**src/rtl/keypad_pkg.sv**
```systemverilog
// Shared types and constants for the 4x4 matrix keypad scanner and its
// debounce FSM.
package keypad_pkg;

    typedef enum logic [1:0] {
        IDLE,
        CONFIRM,
        HELD
    } kp_state_t;

    // Scan result: bit 4 set means no key seen, otherwise [3:0] is {col, row}.
    localparam logic [4:0] SCAN_NONE = 5'h10;

    // Hex legend of each key, indexed by {col, row}; index 0 is the top-left key.
    localparam logic [15:0][3:0] KEY_MAP = {
        4'hD, 4'hC, 4'hB, 4'hA,
        4'hE, 4'h9, 4'h6, 4'h3,
        4'hF, 4'h8, 4'h5, 4'h2,
        4'h0, 4'h7, 4'h4, 4'h1
    };

    // Lowest-numbered active-low row; only meaningful when some row is low.
    function automatic logic [1:0] first_low(input logic [3:0] r);
        first_low = 2'd0;
        for (int i = 3; i >= 0; i--) begin
            if (!r[i]) first_low = 2'(i);
        end
    endfunction

endpackage

```
**src/rtl/keypad_debounce.sv**
```systemverilog
// Debounce FSM: turns one scan result per full keypad scan into accepted key
// presses and releases. KEYPAD_REPEAT_EN adds periodic re-strobing while held.
module keypad_debounce #(
    parameter int DEBOUNCE_SCANS = 4
`ifdef KEYPAD_REPEAT_EN
    ,
    parameter int REPEAT_SCANS   = 64
`endif
) (
    input  logic       clk,
    input  logic       reset,
    input  logic       scan_done,
    input  logic [4:0] scan_res,
    output logic [3:0] key_code,
    output logic       key_valid,
    output logic       key_held
);
    import keypad_pkg::*;

    localparam int DB_W = $clog2(DEBOUNCE_SCANS + 1);
    localparam logic [DB_W-1:0] DB_LAST = DB_W'(DEBOUNCE_SCANS - 1);

    kp_state_t       state;
    logic [3:0]      cand;
    logic [3:0]      held_idx;
    logic [DB_W-1:0] match_cnt;
    logic [DB_W-1:0] rel_cnt;
    logic            res_none;
    logic [3:0]      res_idx;

    assign res_none = scan_res[4];
    assign res_idx  = scan_res[3:0];

`ifdef KEYPAD_REPEAT_EN
    localparam int REP_W = $clog2(REPEAT_SCANS + 1);
    localparam logic [REP_W-1:0] REP_LAST = REP_W'(REPEAT_SCANS - 1);
    logic [REP_W-1:0] rep_cnt;
`endif

    always_ff @(posedge clk or negedge reset) begin
        if (!reset) begin
            state     <= IDLE;
            cand      <= '0;
            held_idx  <= '0;
            match_cnt <= '0;
            rel_cnt   <= '0;
            key_code  <= '0;
            key_valid <= 1'b0;
            key_held  <= 1'b0;
`ifdef KEYPAD_REPEAT_EN
            rep_cnt   <= '0;
`endif
        end else begin
            key_valid <= 1'b0;
            if (scan_done) begin
                case (state)
                    IDLE: begin
                        if (!res_none) begin
                            cand      <= res_idx;
                            match_cnt <= DB_W'(1);
                            state     <= CONFIRM;
                        end
                    end
                    CONFIRM: begin
                        if (res_none) begin
                            match_cnt <= '0;
                            state     <= IDLE;
                        end else if (res_idx == cand) begin
                            if (match_cnt == DB_LAST) begin
                                key_code  <= KEY_MAP[cand];
                                key_valid <= 1'b1;
                                key_held  <= 1'b1;
                                held_idx  <= cand;
                                match_cnt <= '0;
                                rel_cnt   <= '0;
`ifdef KEYPAD_REPEAT_EN
                                rep_cnt   <= '0;
`endif
                                state     <= HELD;
                            end else begin
                                match_cnt <= match_cnt + 1'b1;
                            end
                        end else begin
                            cand      <= res_idx;
                            match_cnt <= DB_W'(1);
                        end
                    end
                    HELD: begin
                        if (res_none) begin
                            match_cnt <= '0;
                            if (rel_cnt == DB_LAST) begin
                                rel_cnt  <= '0;
                                key_held <= 1'b0;
                                state    <= IDLE;
                            end else begin
                                rel_cnt <= rel_cnt + 1'b1;
                            end
                        end else if (res_idx == held_idx) begin
                            rel_cnt   <= '0;
                            match_cnt <= '0;
`ifdef KEYPAD_REPEAT_EN
                            if (rep_cnt == REP_LAST) begin
                                rep_cnt   <= '0;
                                key_valid <= 1'b1;
                            end else begin
                                rep_cnt <= rep_cnt + 1'b1;
                            end
`endif
                        end else begin
                            // A different key while one is held: debounce it as a rolling press.
                            rel_cnt <= '0;
                            if (match_cnt != '0 && res_idx == cand) begin
                                if (match_cnt == DB_LAST) begin
                                    key_code  <= KEY_MAP[cand];
                                    key_valid <= 1'b1;
                                    held_idx  <= cand;
                                    match_cnt <= '0;
`ifdef KEYPAD_REPEAT_EN
                                    rep_cnt   <= '0;
`endif
                                end else begin
                                    match_cnt <= match_cnt + 1'b1;
                                end
                            end else begin
                                cand      <= res_idx;
                                match_cnt <= DB_W'(1);
                            end
                        end
                    end
                    default: state <= IDLE;
                endcase
            end
        end
    end

endmodule

```
**src/rtl/keypad_scanner.sv**
```systemverilog
// 4x4 keypad scanner: rotates active-low columns, samples synchronised rows
// and feeds one result per full scan to the debouncer. Option: KEYPAD_REPEAT_EN.
module keypad_scanner #(
    parameter int SCAN_DIV       = 100000,
    parameter int DEBOUNCE_SCANS = 4,
    parameter int REPEAT_SCANS   = 64
) (
    input  logic       clk,
    input  logic       reset,
    input  logic [3:0] row,
    output logic [3:0] col,
    output logic [3:0] key_code,
    output logic       key_valid,
    output logic       key_held
);
    import keypad_pkg::*;

    localparam int CNT_W = $clog2(SCAN_DIV);
    localparam logic [CNT_W-1:0] DWELL_LAST = CNT_W'(SCAN_DIV - 1);

    if (SCAN_DIV < 4 || DEBOUNCE_SCANS < 2 || REPEAT_SCANS < 1) begin : g_bad_params
        $error("keypad_scanner: SCAN_DIV >= 4, DEBOUNCE_SCANS >= 2, REPEAT_SCANS >= 1 required");
    end

    logic [3:0]       row_p0;
    logic [3:0]       row_p1;
    logic [CNT_W-1:0] dwell_cnt;
    logic [1:0]       col_idx;
    logic             found;
    logic [3:0]       found_idx;
    logic             scan_done;
    logic [4:0]       scan_res;
    logic             dwell_end;
    logic             row_hit;
    logic [1:0]       row_sel;

    assign dwell_end = (dwell_cnt == DWELL_LAST);
    assign row_hit   = (row_p1 != 4'hF);
    assign row_sel   = first_low(row_p1);

    // Rows idle high through the pull-ups, so the synchroniser resets to all ones.
    always_ff @(posedge clk or negedge reset) begin
        if (!reset) begin
            row_p0 <= 4'hF;
            row_p1 <= 4'hF;
        end else begin
            row_p0 <= row;
            row_p1 <= row_p0;
        end
    end

    // Sample on the last dwell cycle; the first hit of a scan wins until column 3 closes it.
    always_ff @(posedge clk or negedge reset) begin
        if (!reset) begin
            dwell_cnt <= '0;
            col_idx   <= 2'd0;
            col       <= 4'b1110;
            found     <= 1'b0;
            found_idx <= '0;
            scan_done <= 1'b0;
            scan_res  <= SCAN_NONE;
        end else begin
            scan_done <= 1'b0;
            if (dwell_end) begin
                dwell_cnt <= '0;
                col_idx   <= col_idx + 2'd1;
                col       <= {col[2:0], col[3]};
                if (col_idx == 2'd3) begin
                    scan_done <= 1'b1;
                    found     <= 1'b0;
                    if (found) begin
                        scan_res <= {1'b0, found_idx};
                    end else if (row_hit) begin
                        scan_res <= {1'b0, col_idx, row_sel};
                    end else begin
                        scan_res <= SCAN_NONE;
                    end
                end else if (!found && row_hit) begin
                    found     <= 1'b1;
                    found_idx <= {col_idx, row_sel};
                end
            end else begin
                dwell_cnt <= dwell_cnt + 1'b1;
            end
        end
    end

    keypad_debounce #(
        .DEBOUNCE_SCANS (DEBOUNCE_SCANS)
`ifdef KEYPAD_REPEAT_EN
        ,
        .REPEAT_SCANS   (REPEAT_SCANS)
`endif
    ) u_debounce (
        .clk       (clk),
        .reset     (reset),
        .scan_done (scan_done),
        .scan_res  (scan_res),
        .key_code  (key_code),
        .key_valid (key_valid),
        .key_held  (key_held)
    );

endmodule
```
**config.mk**
```make
export PLATFORM = sky130hd
export DESIGN_NAME = keypad_scanner
export DESIGN_NICKNAME = d
export VERILOG_FILES = /design/src/rtl/keypad_pkg.sv /design/src/rtl/keypad_debounce.sv /design/src/rtl/keypad_scanner.sv
export SDC_FILE = /design/constraint.sdc
export NUM_CORES = 1
export LEC_CHECK = 0
export CELL_PAD_IN_SITES_DETAIL_PLACEMENT = 1
export CELL_PAD_IN_SITES_GLOBAL_PLACEMENT = 1
export CORE_MARGIN = 3
export CORE_UTILIZATION = 43
export DETAILED_ROUTE_END_ITERATION = 7
export GPL_TIMING_DRIVEN = 0
export PLACE_DENSITY_LB_ADDON = 0.1
export SLEW_MARGIN = 40
export SYNTH_ARGS = -nofsm -noshare
export SYNTH_HDL_FRONTEND = slang
export SYNTH_SLANG_ARGS = --single-unit
```
**constraint.sdc**
```tcl
create_clock -name clk -period 2.05 [get_ports clk]
set_input_delay 0.41 -clock clk [delete_from_list [all_inputs] [get_ports clk]]
set_output_delay 0.41 -clock clk [all_outputs]
set_load 0.01 [all_outputs]
```
Word-level counts from Yosys, hierarchy flattened. Memory sizes are Yosys's and may differ from the RTL's. Cells that the tools add are included.

Flip-flop bits (word level): 64. Latch bits: 0. Bits in writable memories: 0. ROM bits: 64. Bits of input ports: 6. Output and inout port bits: 10. Word-level logic and storage cells: 131. Memories: 1.

Add/sub/neg operators: 4. Multipliers: 0. Div/mod/pow operators: 0. Magnitude comparators: 1. Equality and inequality tests: 22. Shift operators: 0. Multiplexer cells: 68. Bitwise logic cells: 1. Reduce and logical (&&, ||, !) cells: 17.

Memory list: (name not given) (words 16, width 4, read ports 1, clocked after Yosys merged registers in 0, wr ports 0, line keypad_debounce.sv:70) `key_code <= KEY_MAP[cand];`.

Operators by type and width (number): $mux 4 (19); $mux 3 (12); $mux 2 (10); $add 17x1->17 const B (1); $eq 17x17->1 const B (1); $mux 17 (1); $mux 1 (16); $pmux 4 s2 (2); $ne 2x2->1 const B (7); $reduce_and 7->1 (2); $pmux 4 s3 (1); $mux 5 (2); $pmux 3 s3 (1); $eq 4x4->1 (2); $ne 2x1->1 const B (4); $reduce_and 8->1 (1); $add 3x1->3 const B (2); $eq 3x2->1 const B (2); $ne 3x2->1 const B (2); $pmux 2 s3 (1); $pmux 3 s2 (1); $reduce_and 3->1 (2); $reduce_and 6->1 (1); $reduce_bool 3->1 (2); 13 further kinds (18).

Depth between registers and ports, before layout. Gate-level depths: netlist of the first run.

Depth in word-level cells: 7. Depth in mapped cells: 8. Depth with buffers taken out: 7.

By module. A second synthesis of the first run with hierarchy kept.

Cells, all modules: 287. Area, all modules: 3251.9 µm².

Modules (own cells, without submodules): keypad_scanner (instances 1, cells an instance 153, area each 1849.3 µm², seq. area each 1066.0 µm²); keypad_debounce (instances 1, cells an instance 134, area each 1402.6 µm², seq. area each 550.5 µm²).

Least setup slack after synthesis of the first run. Ideal clock, no wire load.

Path kind: flip-flop to flip-flop. Start: register u_debounce.state[0]. End: register u_debounce.cand[2]. Setup time: 0.125 ns. Arrival time: 1.770 ns. Data required time: 1.925 ns. Path slack: 0.155 ns. Stages on the path, launching flop included: 9. Buffers on the path: 1. Period minus slack after synthesis: 1.895 ns. Cell sequence: dfrtp_1 inv_1 ha_1 nand2_1 nand2_1 or2_2 clkbuf_1 a211oi_2 mux2_2.

Longest elaborated chain between the ends: 3. Elaborated cells between the ends (all ways): 12. Those cells by class: 8 x eq/ne; 1 x mux; 3 x reduce/logical.

RTL lines: start: declaration (line keypad_debounce.sv:23) `kp_state_t state;`; start signal: assignment (line keypad_debounce.sv:42) `state <= IDLE;`; start signal: assignment (line keypad_debounce.sv:61) `state <= CONFIRM;`; start signal: assignment (line keypad_debounce.sv:67) `state <= IDLE;`; $eq 2x2->1, or another cell as far along (line keypad_debounce.sv:56) `case (state)`; $ne 2x2->1 (no source line) / $reduce_bool 3->1 (equally long branches); $reduce_and 8->1 (no source line); end signal: assignment (line keypad_debounce.sv:59) `cand <= res_idx;`; end signal: assignment (line keypad_debounce.sv:84) `cand <= res_idx;`; end signal: assignment (line keypad_debounce.sv:125) `cand <= res_idx;`; end: declaration (line keypad_debounce.sv:24) `logic [3:0] cand;`.

Parallel ways exist; a longest one is shown, timed or not. A chain may end at the register's enable or synchronous reset.

Worst setup path after layout of the first run.
Start: register u_debounce.cand[2]. End: register u_debounce.rel_cnt[0].

Longest elaborated chain between the ends: 3.

RTL lines: $eq 4x4->1 (line keypad_debounce.sv:68) `end else if (res_idx == cand) begin`; $ne 2x1->1 (no source line); $reduce_and 5->1 (no source line); end signal: assignment (line keypad_debounce.sv:96) `rel_cnt <= rel_cnt + 1'b1;`; end: declaration (line keypad_debounce.sv:27) `logic [DB_W-1:0] rel_cnt;`.

Every way passes these cells.

==> flow_summary.toml, run 1 <==
[status]
outcome = "complete, no violations"

[route]
wl_met1_um = 3040
wirelength_um = 6030
detail_route.wl_per_cell_um = 14.9
wl_met3_um = 121
num_vias = 2072
postRouteAntennaNets = 0
firstDrtPassIters = 4
vias_per_cell = 5.13
top_layer_used = "met4"
drc = 0
drt_iter0_markers = 70
met2_length_um = 2760

[placed_design]
portBuffers = 15
dp_hpwl_um = 4010
place_inst = 373
routabilityCongestion = 0.755
dp_slack_ns = -0.100

[synth]
ys.flop_type = "dfrtp_1"
syn-instance-count = 261
yosys_warnings = 0
synthArstFlopShare_pct = 100
synthesis.nets = 278
netlist_area_um2 = 3050
ys_ff_latch = 64
synth-edff-count = 0
ys_types = 50
seq_area_frac_synth_pct = 53.0
synth_area_per_cell_um2 = 11.7

[floorplanning]
start_util_pct = 44.7
pin_count = 16
coreArea_um2 = 6830
die_w_um = 90.2
die_y_um = 90.2
floorplan.rows = 30
die-area_um2 = 8140

[grt]
track_usage_pct = 16.1
grt_start_max_net_pins = 38
antenna_found_initial = 0
grt_pass1_vias = 2195
grt_first_pass_wirelength_um = 10600
gr-total-overflow = 0

[timing]
min_period_ns = 1.97
period_share_pct = 96.1
drv_slew = 0
fmax_mhz = 507
worst_pin_slew_ns = 0.503
finClkSkew_ns = 0.00690
worst_slack_ns = 0.0793
finalSetupViolations = 0
timing.final.hold_violations = 0
max-slew-margin-rel_pct = 66.2

[worst_setup_path]
crit_type = "reg2reg"
crit_path_start_kind = "register"
worstPathArrival_ns = 2.20
worstSetupEndpointType = "register"
crit_fanout = 9
required_ns = 2.28

[power]
p_per_area_nw_per_um2 = 676
vdd_drop_max_uv = 369
power.leakage_nw = 1.65

[final_layout]
nNetsFinal = 320
syn_to_final_growth_pct = 23.0
mostFrequentLayoutCells = "49 x dfrtp_1, 18 x nand2_1, 17 x buf_4"
final_common_cell = "dfrtp_1"
fin_util_pct = 55.0
finalNonFillerCells = 404
drive_gt1_share_pct = 27.6
diodes = 0
nFillCells = 735

[clocking]
htree_levels = 3
clk_pin_slew_ns = 0.07
cts_tree = "done"
cts_buffers = 9
root_buffer = "clkbuf_8"
cts_sinks = 64
clockBufferDepth = 2
clock_latency_ns = 0.34

[hold_path]
hp-class = "reg2reg"

[run]
drv_cap = 0
-- worst max-delay path, stage by stage (launching register included) --
cell and delay [ns]:
dfrtp_1 0.37, buf_4 0.18, xnor2_4 0.20, nand4_4 0.13
nor3b_4 0.24, buf_4 0.15, o2bb2ai_1 0.21, mux2_2 0.39
-- Yosys cell counts, types with 4 or more instances --
cell / instances / area, um^2
o21ai_0: 5 / 25.0
xor2_1: 8 / 70.1
mux2_2: 14 / 158
nand2_1: 18 / 67.6
mux2_1: 10 / 113
nand4_1: 4 / 25.0
nor3_1: 6 / 30.0
xnor2_1: 16 / 140
dfstp_2: 12 / 315
a31oi_1: 4 / 25.0
a21oi_1: 10 / 50.1
inv_1: 16 / 60.1
ha_1: 11 / 138
nand3_1: 7 / 35.0
nor2_1: 16 / 60.1
dfrtp_1: 52 / 1300
-- worst paths after layout --
check	from	to	slack (ns)	depth (start not counted)
max	u_debounce.cand[2]	u_debounce.rel_cnt[0]	0.08	7
min	row_p0[2]	row_p1[2]	0.36	0
max reg2reg	u_debounce.cand[2]	u_debounce.rel_cnt[0]	0.08	7
min reg2reg	row_p0[2]	row_p1[2]	0.36	0
max in group asynchronous	reset	col[1]	0.93	3
min in group asynchronous	reset	u_debounce.key_code[3]	0.53	2
-- sequential cells by signal, indices dropped and copies added, names as in the netlist, 2 cells and up --
name	cells
u_debounce.held_idx	4
col_idx	2
u_debounce.key_code	4
row_p1	4
found_idx	4
row_p0	4
u_debounce.rel_cnt	3
scan_res	5
u_debounce.state	2
u_debounce.match_cnt	3
dwell_cnt	17
u_debounce.cand	4
col	4
-- per-stage QoR --
step                      power, mW  area [um^2]  hold slack, ns  TNS [ns]
after global placement         1.35         3320           0.346    -95.38
final                          2.54         3750           0.356         0
after detailed placement       1.35         3340           0.348     -1.15
after global routing           2.65         3750           0.361   -0.0381
after CTS                      2.58         3630           0.358         0
after floorplan                1.31         3050           0.114         0
-- cell type report --
type / count / area, um^2 / area share [%]
inverter: 16 / 60.1 / 1.60
buffer: 8 / 52.6 / 1.40
tap: 96 / 120 / 3.20
clock buffer: 10 / 138 / 3.67
timing repair buffer: 32 / 290 / 7.73
sequential: 64 / 1620 / 43.2
clock inverter: 6 / 82.6 / 2.20
multi-input combinational: 172 / 1390 / 37.1
-- report_power, final --
part	leakage [nW]	internal [mW]	switching, mW	total, mW
logic	0.706	0.0158	0.0297	0.0455
registers	0.834	1.28	0.00419	1.28
clock network	0.112	0.711	0.499	1.21
total	1.65	2.00	0.533	2.54
-- layer usage --
metal  vias to the layer above  track usage (%)
met5                         -                0
met4                         0             7.27
met3                        10             3.26
met2                        22             23.9
met1                      1056             22.8
li1                        984                -
-- repair_timing --
item | in CTS | in global routing
resized for setup | 6 | 14
pin swaps | 2 | 5
buffers inserted | 4 | 11
gates cloned | 0 | 0
endpoints found under the hold margin | 25 | 0
hold buffers | 1 | 0
endpoints found under the setup margin | 25 | 28
-- cells by family (layout without fill, tap and decap cells) --
kind of cell | count (synthesis) | after routing | share of synthesized area [%]
adder cells (fa/ha/maj) | 12 | 12 | 4.84
AND/OR/NAND/NOR | 73 | 73 | 13.2
flip-flops | 64 | 64 | 53.0
multiplexers | 26 | 26 | 9.92
AO/OA/AOI/OAI | 35 | 35 | 7.67
XOR/XNOR | 26 | 26 | 7.95
buffers and inverters | 25 | 72 | 3.44
(Power assumes the default switching activity.)
==> run 2: changes to the inputs <==
- clock period: 2.05 -> 1.8 ns (I/O delays scaled with it)
==> run 2 against run 1 <==
The run now ends with negative setup slack left. Wire length grew 13%. Critical path depth down 1. Sequential power increased by 14%. Via count up 3.8%. Cell count increased by 1.5%. Clock skew rose by 0.0029 ns. Combinational power increased by 16%. Worst setup slack lost 0.19 ns. Largest cell class unchanged.
==> flow_summary.toml, run 2 (same netlist as run 1, synthesis figures left out) <==
[power]
p_per_area_nw_per_um2 = 745
p_total_mw = 3.04
vdd_drop_max_uv = 438
power.leakage_nw = 1.77

[route]
wl_met1_um = 3240
drc = 0
top_layer_used = "met4"
detail_route.wl_per_cell_um = 16.7
num_vias = 2151
wirelength_um = 6840
drt_iter0_markers = 124
firstDrtPassIters = 4
met2_length_um = 3250
vias_per_cell = 5.25
postRouteAntennaNets = 0
wl_met3_um = 221

[timing]
finClkSkew_ns = 0.00983
finalSetupViolations = 22
fmax_mhz = 523
drv_slew = 0
max-slew-margin-rel_pct = 61.2
timing.final.hold_violations = 0
min_period_ns = 1.91
rsz0062_at_grt = "yes"
worst_slack_ns = -0.111
worst_pin_slew_ns = 0.581
hold-worst-slack_ns = 0.358
period_share_pct = 106

[final_layout]
mostFrequentLayoutCells = "44 x dfrtp_1, 18 x mux2_4, 15 x nand2_1, 15 x buf_4, 14 x nor2_1"
fin_util_pct = 59.8
nNetsFinal = 326
final_common_cell = "dfrtp_1"
drive_gt1_share_pct = 38.5
seq_area_um2 = 1630
syn_to_final_growth_pct = 33.8
regMostFlops = "dwell_cnt"
multi_input_area_um2 = 1560
nFillCells = 693
reg.largest.list = "dwell_cnt x17, scan_res x5"
largest_reg_flops = 17
diodes = 0

[grt]
grt_pass1_vias = 2338
gr-total-overflow = 0
grt_first_pass_wirelength_um = 11600
antenna_found_initial = 0
grt_start_max_net_pins = 43
track_usage_pct = 17.8

[floorplanning]
die_y_um = 90.2
die-area_um2 = 8140
pin_count = 16
start_util_pct = 44.7
die_w_um = 90.2
coreArea_um2 = 6830
floorplan.rows = 30

[worst_setup_path]
required_ns = 2.02
crit_type = "reg2reg"
crit_path_start_kind = "register"
worstSetupEndpointType = "register"
worstPathArrival_ns = 2.13
crit_fanout = 8
reg2regPathDepth = 6

[clocking]
cts_tree = "done"
htree_levels = 3
clockBufferDepth = 2
clk_pin_slew_ns = 0.08
clock_latency_ns = 0.34
root_buffer = "clkbuf_8"
cts_buffers = 9
cts_sinks = 64

[hold_path]
whs_path_depth = 0
hp-class = "reg2reg"

[status]
outcome = "finished, violations left"
failed_checks = "negative setup slack"

[run]
drv_cap = 0

[placed_design]
portBuffers = 15
routabilityCongestion = 0.715
dp_hpwl_um = 4090
## run 2: cell count changes in the layout (fill, tap and decap cells not counted), sizes merged
cell,delta
clkinv,-2
dlygate4sd2,+2
buf,+5
dlymetal6s2s,+1
clkinvlp,+1
bufinv,+1
inv,+1
clkdlybuf4s50,-3
## run 2: final cells by class
type                    count  area share [%]
repair buffers             39            9.90
plain buffers               7            1.65
well taps                  96            2.94
inverters                  16            1.47
multi-input cells         172            38.3
clock inverters             7            2.91
clock buffers               9            3.03
flip-flops and latches     64            39.8
## run 2: routing by layer
metal / global-route usage, % / vias up
met5: 0 / -
met4: 8.04 / 0
met1: 24.1 / 1102
met2: 27.5 / 37
met3: 3.60 / 11
li1: - / 1001
## run 2: repair_timing
| item | 4_1_cts | 5_1_grt |
|---|---|---|
| hold buffers | 1 | 0 |
| buffers inserted | 13 | 8 |
| cloned | 0 | 2 |
| pin swaps | 7 | 5 |
| gates resized for setup | 47 | 23 |
| endpoints found under the setup margin | 44 | 44 |
| hold endpoints to repair | 22 | 0 |
## run 2: path summary, 6_finish.rpt
check	from	endpoint	slack, ns
min in group asynchronous	reset	dwell_cnt[8]	0.47
setup reg to reg	scan_res[1]	u_debounce.held_idx[3]	-0.11
hold reg to reg	row_p0[0]	row_p1[0]	0.36
max in group asynchronous	reset	col[3]	0.74
setup / recovery	scan_res[1]	u_debounce.held_idx[3]	-0.11
hold / removal	row_p0[0]	row_p1[0]	0.36
## run 2: power breakdown
part	switching (mW)	internal, mW
clock network	0.610	0.922
logic	0.0347	0.0181
registers	0.00459	1.45
## run 2: metrics by stage
| step | setup slack, ns | area (um^2) | std cells | setup TNS [ns] |
|---|---|---|---|---|
| 2_1_floorplan | -0.0361 | 3130 | 261 | -0.426 |
| 3_3_place_gp | -1.81 | 3400 | 372 | -113.68 |
| 3_5_place_dp | -0.327 | 3420 | 373 | -7.71 |
| 4_1_cts | -0.144 | 3920 | 403 | -2.04 |
| 5_1_grt | -0.198 | 4080 | 410 | -4.29 |
| 6_report | -0.111 | 4080 | 410 | -1.67 |
## run 2: critical path, stage by stage (launching register included)
cell and delay [ns]:
dfrtp_2 0.45, xnor2_2 0.21, nand4_4 0.15, nor3b_4 0.26
and4bb_1 0.24, buf_6 0.17, mux2_4 0.31
